**config.mk**
```make
export PLATFORM = sky130hd
export DESIGN_NAME = fwd_scoreboard
export DESIGN_NICKNAME = d
export VERILOG_FILES = /design/src/rtl/fwd_scoreboard.sv
export SDC_FILE = /design/constraint.sdc
export NUM_CORES = 1
export LEC_CHECK = 0
export CAP_MARGIN = 0
export CORE_MARGIN = 2
export CORE_UTILIZATION = 30
export CTS_CLUSTER_SIZE = 20
export DETAILED_ROUTE_END_ITERATION = 10
export HOLD_SLACK_MARGIN = 0.08
export PLACE_DENSITY = 0.57
export SETUP_SLACK_MARGIN = 0.05
export SLEW_MARGIN = 20
export SYNTH_ARGS = -nofsm -noshare
export SYNTH_HDL_FRONTEND = slang
export SYNTH_SLANG_ARGS = --single-unit
```
**constraint.sdc**
```tcl
create_clock -name clk -period 9.19 [get_ports clk]
set_input_delay 1.838 -clock clk [delete_from_list [all_inputs] [get_ports clk]]
set_output_delay 1.838 -clock clk [all_outputs]
set_load 0.01 [all_outputs]
```
**src/rtl/fwd_scoreboard.sv**
```systemverilog
// Decode-stage operand forwarding with a per-register scoreboard that tracks
// long-latency producers (mul/div, uncached loads) living outside the pipeline.
module fwd_scoreboard #(
   parameter int NUM_RD  = 2,
   parameter int NUM_STG = 3,
   parameter int ADDR_W  = 5,
   parameter int DATA_W  = 32,
   parameter int CNT_W   = 2
) (
   input  logic                      clk,
   input  logic                      resetn,
   input  logic [NUM_RD*ADDR_W-1:0]  rd_raddr,
   input  logic [NUM_STG-1:0]        stg_we,
   input  logic [NUM_STG-1:0]        stg_dvalid,
   input  logic [NUM_STG*ADDR_W-1:0] stg_waddr,
   input  logic [NUM_STG*DATA_W-1:0] stg_wdata,
   input  logic                      ll_issue,
   input  logic [ADDR_W-1:0]         ll_issue_waddr,
   input  logic                      ll_done,
   input  logic [ADDR_W-1:0]         ll_done_waddr,
   input  logic [DATA_W-1:0]         ll_done_wdata,
   output logic [NUM_RD-1:0]         rd_sel,
   output logic [NUM_RD*DATA_W-1:0]  rd_data,
   output logic [NUM_RD-1:0]         rd_stall,
   output logic                      stall,
   output logic                      sb_err,
   output logic [31:0]               stall_cycles
);

   localparam int NUM_REG = 1 << ADDR_W;
   localparam logic [CNT_W-1:0] CNT_MAX  = {CNT_W{1'b1}};
   localparam logic [CNT_W-1:0] CNT_ONE  = CNT_W'(1);
   localparam logic [CNT_W-1:0] CNT_ZERO = {CNT_W{1'b0}};

   logic [CNT_W-1:0]  cnt_r       [NUM_REG];
   logic [CNT_W-1:0]  cnt_nxt_s   [NUM_REG];
   logic [NUM_REG-1:0] issue_hit_s;
   logic [NUM_REG-1:0] done_hit_s;
   logic              err_nxt_s;
   logic              sb_err_r;
   logic [31:0]       stall_cycles_r;

   logic [ADDR_W-1:0] raddr_s     [NUM_RD];
   logic [NUM_RD-1:0] hit_s;
   logic [NUM_RD-1:0] hit_valid_s;
   logic [DATA_W-1:0] hit_data_s  [NUM_RD];

   // Youngest matching pipeline stage per read port (descending scan, last hit wins)
   always_comb begin
      for (int i = 0; i < NUM_RD; i++) begin
         raddr_s[i]     = rd_raddr[i*ADDR_W +: ADDR_W];
         hit_s[i]       = 1'b0;
         hit_valid_s[i] = 1'b0;
         hit_data_s[i]  = {DATA_W{1'b0}};
         for (int s = NUM_STG - 1; s >= 0; s--) begin
            if (stg_we[s] && (stg_waddr[s*ADDR_W +: ADDR_W] == raddr_s[i])) begin
               hit_s[i]       = 1'b1;
               hit_valid_s[i] = stg_dvalid[s];
               hit_data_s[i]  = stg_wdata[s*DATA_W +: DATA_W];
            end else begin
               hit_s[i]       = hit_s[i];
            end
         end
      end
   end

   // Priority resolution: r0, pipeline stage, idle scoreboard, returning ll result, stall
   always_comb begin
      rd_sel   = {NUM_RD{1'b0}};
      rd_data  = {(NUM_RD*DATA_W){1'b0}};
      rd_stall = {NUM_RD{1'b0}};
      for (int i = 0; i < NUM_RD; i++) begin
         if (raddr_s[i] == {ADDR_W{1'b0}}) begin
            rd_sel[i]   = 1'b0;
         end else if (hit_s[i]) begin
            if (hit_valid_s[i]) begin
               rd_sel[i]                   = 1'b1;
               rd_data[i*DATA_W +: DATA_W] = hit_data_s[i];
            end else begin
               rd_stall[i] = 1'b1;
            end
         end else if (cnt_r[raddr_s[i]] == CNT_ZERO) begin
            rd_sel[i]   = 1'b0;
         end else if (ll_done && (ll_done_waddr == raddr_s[i]) &&
                      (cnt_r[raddr_s[i]] == CNT_ONE)) begin
            rd_sel[i]                   = 1'b1;
            rd_data[i*DATA_W +: DATA_W] = ll_done_wdata;
         end else begin
            rd_stall[i] = 1'b1;
         end
      end
   end

   assign stall = |rd_stall;

   // Scoreboard next state; same-register issue+done cancels, r0 is never tracked
   always_comb begin
      err_nxt_s = 1'b0;
      for (int r = 0; r < NUM_REG; r++) begin
         issue_hit_s[r] = ll_issue && (ll_issue_waddr == ADDR_W'(r)) && (r != 0);
         done_hit_s[r]  = ll_done  && (ll_done_waddr  == ADDR_W'(r)) && (r != 0);
         case ({issue_hit_s[r], done_hit_s[r]})
            2'b10: begin
               if (cnt_r[r] == CNT_MAX) begin
                  cnt_nxt_s[r] = cnt_r[r];
                  err_nxt_s    = 1'b1;
               end else begin
                  cnt_nxt_s[r] = cnt_r[r] + CNT_ONE;
               end
            end
            2'b01: begin
               if (cnt_r[r] == CNT_ZERO) begin
                  cnt_nxt_s[r] = cnt_r[r];
                  err_nxt_s    = 1'b1;
               end else begin
                  cnt_nxt_s[r] = cnt_r[r] - CNT_ONE;
               end
            end
            default: cnt_nxt_s[r] = cnt_r[r];
         endcase
      end
   end

   // Scoreboard counters, sticky error flag and saturating stall counter
   always_ff @(posedge clk or negedge resetn) begin
      if (!resetn) begin
         for (int r = 0; r < NUM_REG; r++) begin
            cnt_r[r] <= CNT_ZERO;
         end
         sb_err_r       <= 1'b0;
         stall_cycles_r <= 32'd0;
      end else begin
         for (int r = 0; r < NUM_REG; r++) begin
            cnt_r[r] <= cnt_nxt_s[r];
         end
         sb_err_r <= sb_err_r | err_nxt_s;
         if (stall && (stall_cycles_r != 32'hFFFF_FFFF)) begin
            stall_cycles_r <= stall_cycles_r + 32'd1;
         end else begin
            stall_cycles_r <= stall_cycles_r;
         end
      end
   end

   assign sb_err       = sb_err_r;
   assign stall_cycles = stall_cycles_r;

endmodule

```
# After elaboration in Yosys (flattened, before gate mapping)
# Cells that the tools add are included.
# classes
mux	240
n_reduce_logical	171
bitwise_logic	3
order_cmp	2
n_addsub	63
eq_ne	228
# op_table
operator	n
two-way mux 32 bit	16
equality test 5 bit (second input constant)	32
two-way mux 2 bit	66
equality test 2 bit (second input constant)	62
!= test 2 bit (second input constant)	62
case mux 2 bit (2 select lines)	31
two-way mux 1 bit	94
AND reduction 3 bit	31
equality test 5 x 4 -> 1 bit (second input constant)	16
logical AND 1 bit	73
equality test 2 x 1 -> 1 bit (second input constant)	33
logical NOT 2 bit	33
adder 2 x 1 -> 2 bit (second input constant)	31
case mux 1 bit (2 select lines)	31
nonzero test 2 bit	31
subtractor 2 x 1 -> 2 bit (second input constant)	31
equality test 5 x 3 -> 1 bit (second input constant)	8
equality test 5 bit	8
adder 32 x 1 -> 32 bit (second input constant)	1
!= test 32 bit (second input constant)	1
binary-select mux 2 bit (select 5 bit)	2
equality test 5 x 2 -> 1 bit (second input constant)	4
>= comparator 6 bit (second input constant)	2
NOT 5 -> 6 bit	2
other kinds (4)	6
# word_totals
out_inout_bits	102
input_bits	173
ff_bits	95
elab_cells	740

# Logic depth before layout (Yosys ltp)
# Gate-level depths: netlist of run 1.
# depth
depth_word	65
mapped_depth	12
ltp_nobuf	10

# Worst setup path before layout of run 1
# Ideal clock, no wire load.
# synth_timing
kind	input-to-output
startpoint	input port rd_raddr[2]
endpoint	output port rd_sel[0]
arrival_time_ps	4177
stages	10
path_buffers	3
required_time_ps	7352
setup_slack_ps	3175
cell_sequence	buf_2 buf_2 mux2_2 a2bb2oi_1 o211ai_1 a311o_1 a2111oi_2 clkbuf_1 inv_1 a21oi_1
# synth_via
elab_chain_cells	10
word_cells_on_any_way	27
cone_classes	eq/ne (5); mux (14); bitwise (1); reduce/logical (7)
# synth_rtl
item	line_no	rtl
start: declaration	12	input logic [NUM_RD*ADDR_W-1:0] rd_raddr,
NOT 5 -> 6 bit (not written as such)	82, 85	
binary-select mux 2 bit (select 5 bit)	82, 85	
two-way mux 2 bit (not written as such) (2 in series)	82, 85	
equality test 2 x 1 -> 1 bit	85	(cnt_r[raddr_s[i]] == CNT_ONE)) begin
logical AND 1 bit	84	end else if (ll_done && (ll_done_waddr == raddr_s[i]) &&
two-way mux 1 bit	84	
two-way mux 1 bit	82	end else if (cnt_r[raddr_s[i]] == CNT_ZERO) begin
two-way mux 1 bit	75	end else if (hit_s[i]) begin
two-way mux 1 bit *	73	if (raddr_s[i] == {ADDR_W{1'b0}}) begin
end: declaration	22	output logic [NUM_RD-1:0] rd_sel,
# Every way passes the cells marked *; elsewhere a longest branch is shown, timed or not. The select of a mux whose other input is x is not followed.

# Final worst setup path of run 1
# layout_timing
startpoint	input port rd_raddr[1]
endpoint	output port stall
# layout_via
elab_chain_cells	11
word_cells_on_any_way	28
cone_classes	eq/ne (5); mux (14); bitwise (1); reduce/logical (8)
# layout_rtl
item	line_no	rtl
NOT 5 -> 6 bit (not written as such)	82, 85	
binary-select mux 2 bit (select 5 bit)	82, 85	
two-way mux 2 bit (not written as such) (2 in series)	82, 85	
equality test 2 x 1 -> 1 bit	85	
logical AND 1 bit	84	
two-way mux 1 bit	84	
two-way mux 1 bit	82	
two-way mux 1 bit	75	
two-way mux 1 bit *	73	
OR reduction 2 bit *	94	assign stall = |rd_stall;
end: declaration	25	output logic stall,
# Marked as above.

==> results of run 1 <==
## worst min-delay path by stage
stage	start	endpoint	slack, ns	cells past startpoint
after floorplan	cnt_r[26]	cnt_r[26]	0.51	1
after global placement	stall_cycles[27]	stall_cycles[27]	0.47	1
after detailed placement	stall_cycles[27]	stall_cycles[27]	0.48	1
after CTS	stall_cycles[27]	stall_cycles[27]	0.49	1
after global routing	stall_cycles[29]	stall_cycles[29]	0.51	1
final	stall_cycles[27]	stall_cycles[27]	0.49	1
## flip-flops by register name (all words and copies together), names as in the netlist
| signal | count |
|---|---|
| stall_cycles | 32 |
| sb_err | 1 |
| cnt_r | 62 |
## logic make-up (layout without fill, tap and decap cells)
logic type | Yosys count | in the layout | share of synthesized area
simple gates | 615 | 615 | 0.303
mux | 44 | 44 | 0.0753
xor+xnor | 70 | 70 | 0.0591
buf+inv | 157 | 395 | 0.0614
compound gates | 327 | 327 | 0.196
flops | 95 | 95 | 0.229
fa+ha+maj | 63 | 63 | 0.0760
other cells | 0 | 6 | 0
## layer usage
metal  wire length [um]  vias to the layer above
met5                  0                        -
met2              19800                      408
met3               2830                       56
met4               1180                        0
li1                   -                     5412
met1              17000                     5382
## power by group through the flow
| stage | Clock (mW) | Sequential (mW) | Combinational, mW |
|---|---|---|---|
| 2_1_floorplan | 0 | 0.647 | 0.354 |
| 3_5_place_dp | 0 | 0.692 | 0.621 |
| 4_1_cts | 0.411 | 0.684 | 0.624 |
| 3_3_place_gp | 0 | 0.686 | 0.613 |
| 5_1_grt | 0.429 | 0.710 | 0.679 |
| 6_report | 0.399 | 0.688 | 0.622 |
## stage by stage
stage,instance area [um2],utilization
final,13900,0.406
after global routing,13900,0.406
after CTS,13900,0.406
after detailed placement,13600,0.397
after global placement,13600,0.397
after floorplan,10400,-
## Yosys cell counts, types with 6 or more instances
master	number
nand2b_1	37
nor2b_1	55
nor3b_1	44
and3_1	13
nand3_1	24
nand3b_1	11
nand2_1	112
nor4_1	28
xor2_1	49
nor2_1	168
mux4_2	26
clkbuf_1	59
inv_1	80
o22ai_1	15
mux2_2	10
dfrtp_1	95
ha_1	63
or3_1	35
nand4_1	8
buf_2	11
a221oi_1	70
mux2i_1	6
xnor2_1	21
a21oi_1	165
o21ai_0	47
nor3_1	56
## layout make-up
cell class	count	area, um2	share of cell area
tap	455	569	0.0409
sequential	95	2380	0.171
timing repair buffer	299	2940	0.211
clock buffer	9	225	0.0162
multi-input combinational	1119	7410	0.532
clock inverter	7	81.3	0.00584
inverter	80	300	0.0216
antenna	6	15.0	0.00108
==> summary.txt, run 1 <==
Status
  – Outcome: finished clean

CTS
  – Cts bufs inserted: 9
  – Setup bufs post-CTS: 0
  – Post_cts resized: 0
  – TritonCTS Sinks: between 90 and 100
  – Clock tree buffer depth: 2
  – Hold buffers post-CTS: 0
  – CTS tree: built
  – Clock Latency Late Sink: 0.36 ns
  – Root Driver: clkbuf_16
  – Max H-tree Level: 3
  – Clock-pin slew on the worst setup and hold paths: 0.09 ns

Power and ir drop
  – Power Density: 123 nW/um2
  – P_leak: 5.28 nW
  – Net Sw Power: 0.655 mW
  – Power Total: 1.71 mW
  – Int Pwr: 1.05 mW
  – Share of total power in the clock network: 0.234
  – Switching part of the total: 0.384
  – Worst vdd ir: 0.0730 mV
  – Flop pwr share: 0.402
  – Comb power frac: 0.364

Drt
  – Via density: approximately 5.4
  – 1st-iter DRT viols: 726
  – Final ANT Viol Nets: 0
  – DRC violations left: 0
  – DRT Pass-1 Iters: 5
  – DR vias: 11300
  – Total wire length: 40900 um
  – DR WL/cell: 19.8 um

Cells and area
  – Non-Filler Instances: 2070
  – Share of cells above drive strength 1: 0.0578
  – P&R area growth vs syn: 34.2%
  – Fill cells: around 3600
  – Most frequent cells in the layout: clkdlybuf4s50_1, nor2_1, a21oi_1
  – # nets final: 1840
  – Most common cell after layout, fill and taps aside: clkdlybuf4s50_1

Setup path
  – Type of origin of the critical path: input port
  – CP arrival: 5.93 ns
  – Critical path cell sequence: clkdlybuf4s50_1 > buf_4 > mux2_2 > a221oi_1 > nor3_1 > or3_1 > a221o_1 > a32oi_2 > buf_4 > inv_1 > clkdlybuf4s50_1
  – Setup crit start: rd_raddr[1]
  – CP Capture Point: stall
  – Stages on worst setup path: 11
  – WP data required: 7.35 ns
  – Maximum fanout along the worst path: 32
  – CP delay by family, top: buffers and inverters
  – R2R setup slack: ~6 ns
  – Worst R2R End: stall_cycles[24]
  – Worst r2r src: cnt_r[51]
  – Slowest stage delay, CP: 1.10 ns
  – Crit path kind: in2out
  – CP max stage cell: clkdlybuf4s50_1
  – Buf/Inv on CP: 5
  – Worst r2r path cells: 9
  – Crit end category: primary output

Synthesis
  – Mapped Cells: about 1400
  – EDFF count, synth: 0
  – Syn_area_per_cell: 7.57 um2
  – Biggest area consumer among synthesized cells: dfrtp_1
  – Synthesized cell area: 10400 um2
  – Synth async-reset ratio: 1.00
  – Net Count, Synth: between 1500 and 2000
  – Prevailing post-synth register cell: dfrtp_1
  – Post-synth cell types: 56
  – YS warnings: 0
  – Sequential fraction of the synthesis area: 0.229
  – Yosys top cell area share: 0.229
  – Number of synthesized register bits: 95
  – Ranking of synthesized cells by area: dfrtp_1, a21oi_1, ha_1

Global routing
  – Met3 Usage GRT: 0.0373
  – Largest net degree at the start of global routing: 50
  – Antenna violations before repair: 6
  – Total congestion overflow: 0
  – First-pass GRT wire length: 62000 um
  – M1 GR Usage: 0.277
  – Grt peak-use layer: met2
  – Total GRT Usage: 0.221
  – Vias in the first global route: approximately 11000
  – GR Util met2: 0.377

Die
  – I/O Pins: 275
  – Die Span Y: 190 um
  – Initial core utilization: 0.303
  – Die Wd: approximately 190 um
  – Area of the core: 34300 um2
  – Die area: 36100 um2
  – FP Rows: just under 70

Timing
  – Final period util: 0.845
  – Measured slew at the worst slew-check pin: approximately 0.97 ns
  – Achievable Freq: 129 MHz
  – Hold_ws: a little under 0.5 ns
  – Finish-stage setup viols: 0
  – RSZ-0062 raised after global routing: false
  – Final worst slack: 1.42 ns
  – Hold Vio Cnt, Final: 0
  – Post-Route Setup TNS: 0 ns
  – Max Slew Vio Count: 0
  – Layout Skew: 0.0142 ns
  – Tmin final: 7.77 ns
  – Worst slew margin: 0.350

Placement
  – Worst slack at placement: 1.38 ns
  – IO buf count: 274
  – # placed instances: 2048
  – HPWL Detailed: 31600 um
  – GPL Wtd Cong: 0.953

Run
  – MaxCap Viol Count: 0

Min path
  – Hold Crit Class: reg2reg
(Power assumes the default switching activity.)
==> run 2, diff against run 1 <==
==> constraint.sdc (replaced) <==
create_clock -name clk -period 7.87 [get_ports clk]
set_input_delay 1.574 -clock clk [delete_from_list [all_inputs] [get_ports clk]]
set_output_delay 1.574 -clock clk [all_outputs]
set_load 0.01 [all_outputs]
==> run 2 against run 1 <==
Worst setup slack worse by 0.57 ns; routed wire length decreased by 1.0%; global-route usage shrank 0.28 points; core utilization decreased by 0.12 points; clock power increased by 14%; total power grew 16%; worst hold slack better by 0.0044 ns; critical path type unchanged; critical endpoint is now rd_data[36].
==> summary.txt, run 2 (same netlist as run 1, synthesis figures left out) <==
Status
  – Outcome: finished clean

Power and ir drop
  – P_leak: 5.27 nW (-0.23%)
  – Comb power frac: 0.365 (about the same)
  – Switching part of the total: 0.383 (-0.000792)
  – Power Density: 143 nW/um2 (+16%)
  – Worst vdd ir: 0.0887 mV (+21%)
  – Flop pwr share: 0.406 (+0.004)
  – Share of total power in the clock network: 0.229 (-0.005)
  – Net Sw Power: 0.759 mW (+16%)
  – Int Pwr: 1.22 mW (+16%)

Timing
  – Final period util: 0.892
  – Layout Skew: 0.0158 ns (+0.00160 ns)
  – RSZ-0062 raised after global routing: false
  – Hold Vio Cnt, Final: 0 (unchanged)
  – Max Slew Vio Count: 0 (unchanged)
  – Achievable Freq: 143 MHz
  – Tmin final: 7.02 ns
  – Final worst slack: 0.854 ns (-0.571 ns)
  – Post-Route Setup TNS: 0 ns (unchanged)
  – Measured slew at the worst slew-check pin: 0.992 ns (+0.0194 ns)
  – Finish-stage setup viols: 0 (unchanged)
  – Worst slew margin: 0.338 (-0.0123)

Drt
  – DR WL/cell: 19.6 um (-0.80%)
  – DRT Pass-1 Iters: 5 (unchanged)
  – Via density: 5.53 (+1.6%)
  – 1st-iter DRT viols: 798 (+9.9%)
  – DRC violations left: 0 (unchanged)
  – DR vias: 11400 (+1.4%)
  – Total wire length: 40500 um (-1.0%)
  – Final ANT Viol Nets: 0 (unchanged)

Cells and area
  – Share of cells above drive strength 1: 0.0578 (unchanged)
  – Reg with most FFs: cnt_r
  – Fill cells: 3472 (-2.3%)
  – # nets final: 1840 (unchanged)
  – Largest register FFs: 62 (unchanged)
  – Non-Filler Instances: 2065 (-0.24%)
  – Most common cell after layout, fill and taps aside: clkdlybuf4s50_1
  – P&R area growth vs syn: 33.8%
  – Most frequent cells in the layout: clkdlybuf4s50_1, nor2_1, a21oi_1
  – Layout Utilization: 0.405 (-0.00117)

Min path
  – Hold Crit Class: reg2reg
  – Hold path cells: 1 (unchanged)
  – Critical hold path startpoint: stall_cycles[21]
  – Hold Path End: stall_cycles[21]

Die
  – Area of the core: 34300 um2 (unchanged)
  – Die area: 36100 um2 (unchanged)
  – Die Span Y: 190 um (unchanged)
  – Initial core utilization: 0.303 (unchanged)
  – Die Wd: 190 um (unchanged)
  – FP Rows: 68 (unchanged)
  – I/O Pins: 275 (unchanged)

Global routing
  – Antenna violations before repair: 1 (-5)
  – Total GRT Usage: 0.218 (-0.00275)
  – Largest net degree at the start of global routing: 73 (+46%)
  – Total congestion overflow: 0 (unchanged)
  – First-pass GRT wire length: 61400 um (-1.1%)
  – Vias in the first global route: 10700 (-1.5%)

Setup path
  – Maximum fanout along the worst path: 33 (+3.1%)
  – CP arrival: 5.44 ns (-0.49 ns)
  – Worst r2r path cells: 9 (unchanged)
  – R2R setup slack: 4.59 ns (-1.40 ns)
  – Type of origin of the critical path: input port
  – Crit path kind: in2out
  – Worst R2R End: stall_cycles[24]
  – Worst r2r src: cnt_r[51]
  – Crit end category: primary output
  – WP data required: 6.30 ns (-1.05 ns)

Run
  – MaxCap Viol Count: 0 (unchanged)

CTS
  – TritonCTS Sinks: 95 (unchanged)
  – Clock tree buffer depth: 2 (unchanged)
  – Root Driver: clkbuf_16
  – Post_cts resized: 0 (unchanged)
  – Cts bufs inserted: 9 (unchanged)
  – CTS tree: built
  – Clock Latency Late Sink: 0.37 ns (about the same)
  – Max H-tree Level: 3 (unchanged)
  – Clock-pin slew on the worst setup and hold paths: 0.08 ns (about the same)
  – Hold buffers post-CTS: 0 (unchanged)
  – Setup bufs post-CTS: 0 (unchanged)

Placement
  – Worst slack at placement: 0.838 ns (-0.544 ns)
  – GPL Wtd Cong: 0.959 (+0.64%)
  – IO buf count: 274 (unchanged)
  – HPWL Detailed: 31100 um (-1.6%)
  – # placed instances: 2048 (unchanged)
-- run 2: cell count changes in the layout (fill, tap and decap cells not counted) --
| cell | previous run | this run |
|---|---|---|
| clkinv_8 | 2 | 1 |
| buf_12 | 1 | 0 |
| clkinvlp_4 | 0 | 1 |
| clkinv_2 | 0 | 1 |
| inv_8 | 2 | 1 |
| buf_4 | 25 | 26 |
| diode_2 | 6 | 1 |
-- run 2: worst max-delay path by stage --
| stage | start | end | slack [ns] | depth (start not counted) |
|---|---|---|---|---|
| 5_1_grt | rd_raddr[1] | rd_data[31] | 0.63 | 11 |
| 4_1_cts | rd_raddr[1] | rd_data[31] | 0.82 | 11 |
| 3_3_place_gp | rd_raddr[1] | rd_data[31] | 0.83 | 11 |
| 6_report | rd_raddr[6] | rd_data[36] | 0.85 | 11 |
| 3_5_place_dp | rd_raddr[1] | rd_data[31] | 0.84 | 11 |
| 2_1_floorplan | rd_raddr[2] | rd_sel[0] | 2.38 | 10 |
-- run 2: per-stage QoR --
stage | total power [mW] | hold WS [ns] | area [um2]
floorplan | 1.17 | 0.510 | 10400
global placement | 1.52 | 0.482 | 13600
detailed placement | 1.53 | 0.488 | 13600
CTS | 1.99 | 0.502 | 13900
global route | 2.11 | 0.520 | 13900
finish | 1.98 | 0.492 | 13900
-- run 2: final cells by class --
| cell class | count | area [um2] | area share |
|---|---|---|---|
| multi-input combinational | 1119 | 7410 | 0.534 |
| antenna | 1 | 2.50 | 0.000180 |
| inverter | 80 | 300 | 0.0216 |
| sequential | 95 | 2380 | 0.171 |
| clock buffer | 9 | 225 | 0.0162 |
| tap | 455 | 569 | 0.0410 |
| clock inverter | 7 | 66.3 | 0.00478 |
| timing repair buffer | 299 | 2930 | 0.211 |
-- run 2: power by group through the flow --
stage                     registers, mW  clock network (mW)  logic, mW
final                             0.805               0.454      0.724
after global routing              0.827               0.483      0.796
after CTS                         0.800               0.466      0.727
after detailed placement          0.808                   0      0.724
after global placement            0.803                   0      0.715
after floorplan                   0.755                   0      0.414
-- run 2: layer usage --
layer | global-route usage | wire (um)
met1 | 0.289 | 17500
met2 | 0.364 | 19000
met3 | 0.0297 | 2690
met4 | 0.0725 | 1200
met5 | 0 | 0
-- run 2: worst max-delay path: stages --
cell	delay, ns
clkdlybuf4s50_1	1.03
buf_4	0.35
mux4_2	0.51
mux2_2	0.27
o211ai_1	0.21
nand4_1	0.13
nor2_2	0.09
buf_4	0.36
nand2_1	0.13
a21oi_1	0.18
clkdlybuf4s50_1	0.56
==> run 3, diff against run 2 <==
--- a/config.mk
+++ b/config.mk
@@ -7,11 +7,11 @@
 export LEC_CHECK = 0
 export CAP_MARGIN = 0
 export CORE_MARGIN = 2
-export CORE_UTILIZATION = 30
+export CORE_UTILIZATION = 35
 export CTS_CLUSTER_SIZE = 20
 export DETAILED_ROUTE_END_ITERATION = 10
 export HOLD_SLACK_MARGIN = 0.08
-export PLACE_DENSITY = 0.57
+export PLACE_DENSITY = 0.64
 export SETUP_SLACK_MARGIN = 0.05
 export SLEW_MARGIN = 20
 export SYNTH_ARGS = -nofsm -noshare
==> run 3 against run 2 <==
Core utilization rose by 6.5 points; global-route usage rose by 2.7 points; maximum frequency rose by 1.4%; non-clock buffer count fell by 1; critical path type unchanged; largest cell class unchanged; highest routed layer unchanged; cell area fell by 0.38%; critical endpoint is now rd_data[25].
==> summary.txt, run 3 (same netlist as run 1, synthesis figures left out) <==
Status
  – Outcome: finished clean

Die
  – Die Span Y: 176 um (-7.3%)
  – Die Wd: 176 um (-7.3%)
  – Initial core utilization: 0.353 (+0.0503)
  – Area of the core: 29400 um2 (-14%)
  – Die area: 31000 um2 (-14%)
  – I/O Pins: 275 (unchanged)
  – FP Rows: 63 (-7.4%)

CTS
  – TritonCTS Sinks: 95 (unchanged)
  – Clock tree buffer depth: 2 (unchanged)
  – Hold buffers post-CTS: 0 (unchanged)
  – Post_cts resized: 0 (unchanged)
  – Clock Latency Late Sink: 0.37 ns (about the same)
  – Root Driver: clkbuf_16
  – Max H-tree Level: 3 (unchanged)
  – Setup bufs post-CTS: 0 (unchanged)
  – Cts bufs inserted: 9 (unchanged)
  – Clock-pin slew on the worst setup and hold paths: 0.09 ns (about the same)
  – CTS tree: built

Setup path
  – CP delay by family, top: buffers and inverters
  – Crit end category: primary output
  – Slowest stage delay, CP: 0.84 ns (-0.19 ns)
  – Type of origin of the critical path: input port
  – WP data required: 6.30 ns (about the same)
  – CP max stage cell: clkdlybuf4s50_1
  – Crit path kind: in2out
  – CP arrival: 5.34 ns (-0.10 ns)
  – Buf/Inv on CP: 4 (unchanged)
  – Critical path cell sequence: clkdlybuf4s50_1 > buf_4 > mux2_2 > a2bb2oi_1 > o211ai_1 > a311o_1 > a2111oi_4 > buf_4 > a21oi_1 > nor2_1 > clkdlybuf4s50_1
  – Maximum fanout along the worst path: 33 (unchanged)

Timing
  – Measured slew at the worst slew-check pin: 0.981 ns (-0.0108 ns)
  – Post-Route Setup TNS: 0 ns (unchanged)
  – Final period util: 0.879 (-0.0126)
  – Max Slew Vio Count: 0 (unchanged)
  – Hold Vio Cnt, Final: 0 (unchanged)
  – Layout Skew: 0.0165 ns (+0.000653 ns)
  – Tmin final: 6.92 ns (-0.0989 ns)
  – Worst slew margin: 0.345 (+0.00756)
  – Finish-stage setup viols: 0 (unchanged)
  – RSZ-0062 raised after global routing: false
  – Achievable Freq: 145 MHz (+1.4%)

Cells and area
  – Largest register FFs: 62 (unchanged)
  – Most frequent cells in the layout: clkdlybuf4s50_1, nor2_1, a21oi_1
  – # nets final: 1839 (-0.054%)
  – Design Area, Final: 13800 um2 (-0.38%)
  – Fill cells: 2888 (-17%)
  – Most common cell after layout, fill and taps aside: clkdlybuf4s50_1
  – P&R area growth vs syn: 33.3%
  – Share of cells above drive strength 1: 0.0572 (-0.000586)
  – Reg with most FFs: cnt_r

Drt
  – DRC violations left: 0 (unchanged)
  – DR vias: 11300 (-0.93%)
  – DR WL/cell: 19.6 um (about the same)
  – 1st-iter DRT viols: 841 (+5.4%)
  – Total wire length: 39200 um (-3.1%)
  – DRT Pass-1 Iters: 6 (+1)
  – Final ANT Viol Nets: 0 (unchanged)
  – Via density: 5.65 (+2.2%)

Placement
  – Placed inst area: 13500 um2 (-0.56%)
  – HPWL Detailed: 30300 um (-2.4%)
  – GPL Wtd Cong: 0.919 (-4.2%)
  – IO buf count: 274 (unchanged)

Global routing
  – Total congestion overflow: 0 (unchanged)
  – Total GRT Usage: 0.245 (+0.0272)
  – First-pass GRT wire length: 59700 um (-2.7%)
  – Antenna violations before repair: 2 (+1)
  – Largest net degree at the start of global routing: 76 (+4.1%)
  – Vias in the first global route: 10500 (-1.7%)

Power and ir drop
  – Power Total: 2.00 mW (+0.95%)
  – Power Density: 145 nW/um2 (+1.3%)
  – Worst vdd ir: 0.108 mV (+22%)
  – P_leak: 5.27 nW (+0.17%)

Run
  – MaxCap Viol Count: 0 (unchanged)

Min path
  – Hold Crit Class: reg2reg
## run 3: final timing paths
kind	end	cells past startpoint	slack, ns	start
setup / recovery	rd_data[25]	11	0.95	rd_raddr[2]
max in group asynchronous	cnt_r[47]	2	5.78	resetn
hold reg to reg	stall_cycles[10]	1	0.49	stall_cycles[10]
setup reg to reg	stall_cycles[24]	9	4.61	cnt_r[41]
hold / removal	stall_cycles[10]	1	0.49	stall_cycles[10]
min in group asynchronous	stall_cycles[10]	1	1.07	resetn
## run 3: where the power goes
part / switching (mW) / total (mW) / leakage (nW) / internal, mW
registers: 0.210 / 0.811 / 1.08 / 0.601
logic: 0.322 / 0.723 / 4.05 / 0.401
clock network: 0.239 / 0.468 / 0.150 / 0.229
## run 3: cell type report
type / count / area, um2 / area share
well taps: 390 / 488 / 0.0353
diodes: 3 / 7.51 / 0.000543
flip-flops and latches: 95 / 2380 / 0.172
clock inverters: 7 / 81.3 / 0.00588
multi-input cells: 1119 / 7420 / 0.537
clock buffers: 9 / 225 / 0.0163
repair buffers: 298 / 2920 / 0.211
inverters: 80 / 300 / 0.0217
## run 3: per-layer routing
| layer | vias up | share of wire | global-route usage |
|---|---|---|---|
| li1 | 5406 | - | - |
| met1 | 5404 | 0.42 | 0.316 |
| met2 | 426 | 0.48 | 0.414 |
| met3 | 70 | 0.068 | 0.0377 |
| met4 | 0 | 0.030 | 0.0913 |
| met5 | - | 0 | 0 |
## run 3: metrics by stage
stage	hold slack [ns]	worst slack (ns)	util	std cells
finish	0.489	0.952	0.470	2001
global route	0.511	0.690	0.470	2000
CTS	0.492	0.925	0.470	1998
detailed placement	0.476	0.941	0.459	1982
global placement	0.477	0.946	0.459	1982
floorplan	0.510	2.38	-	1371
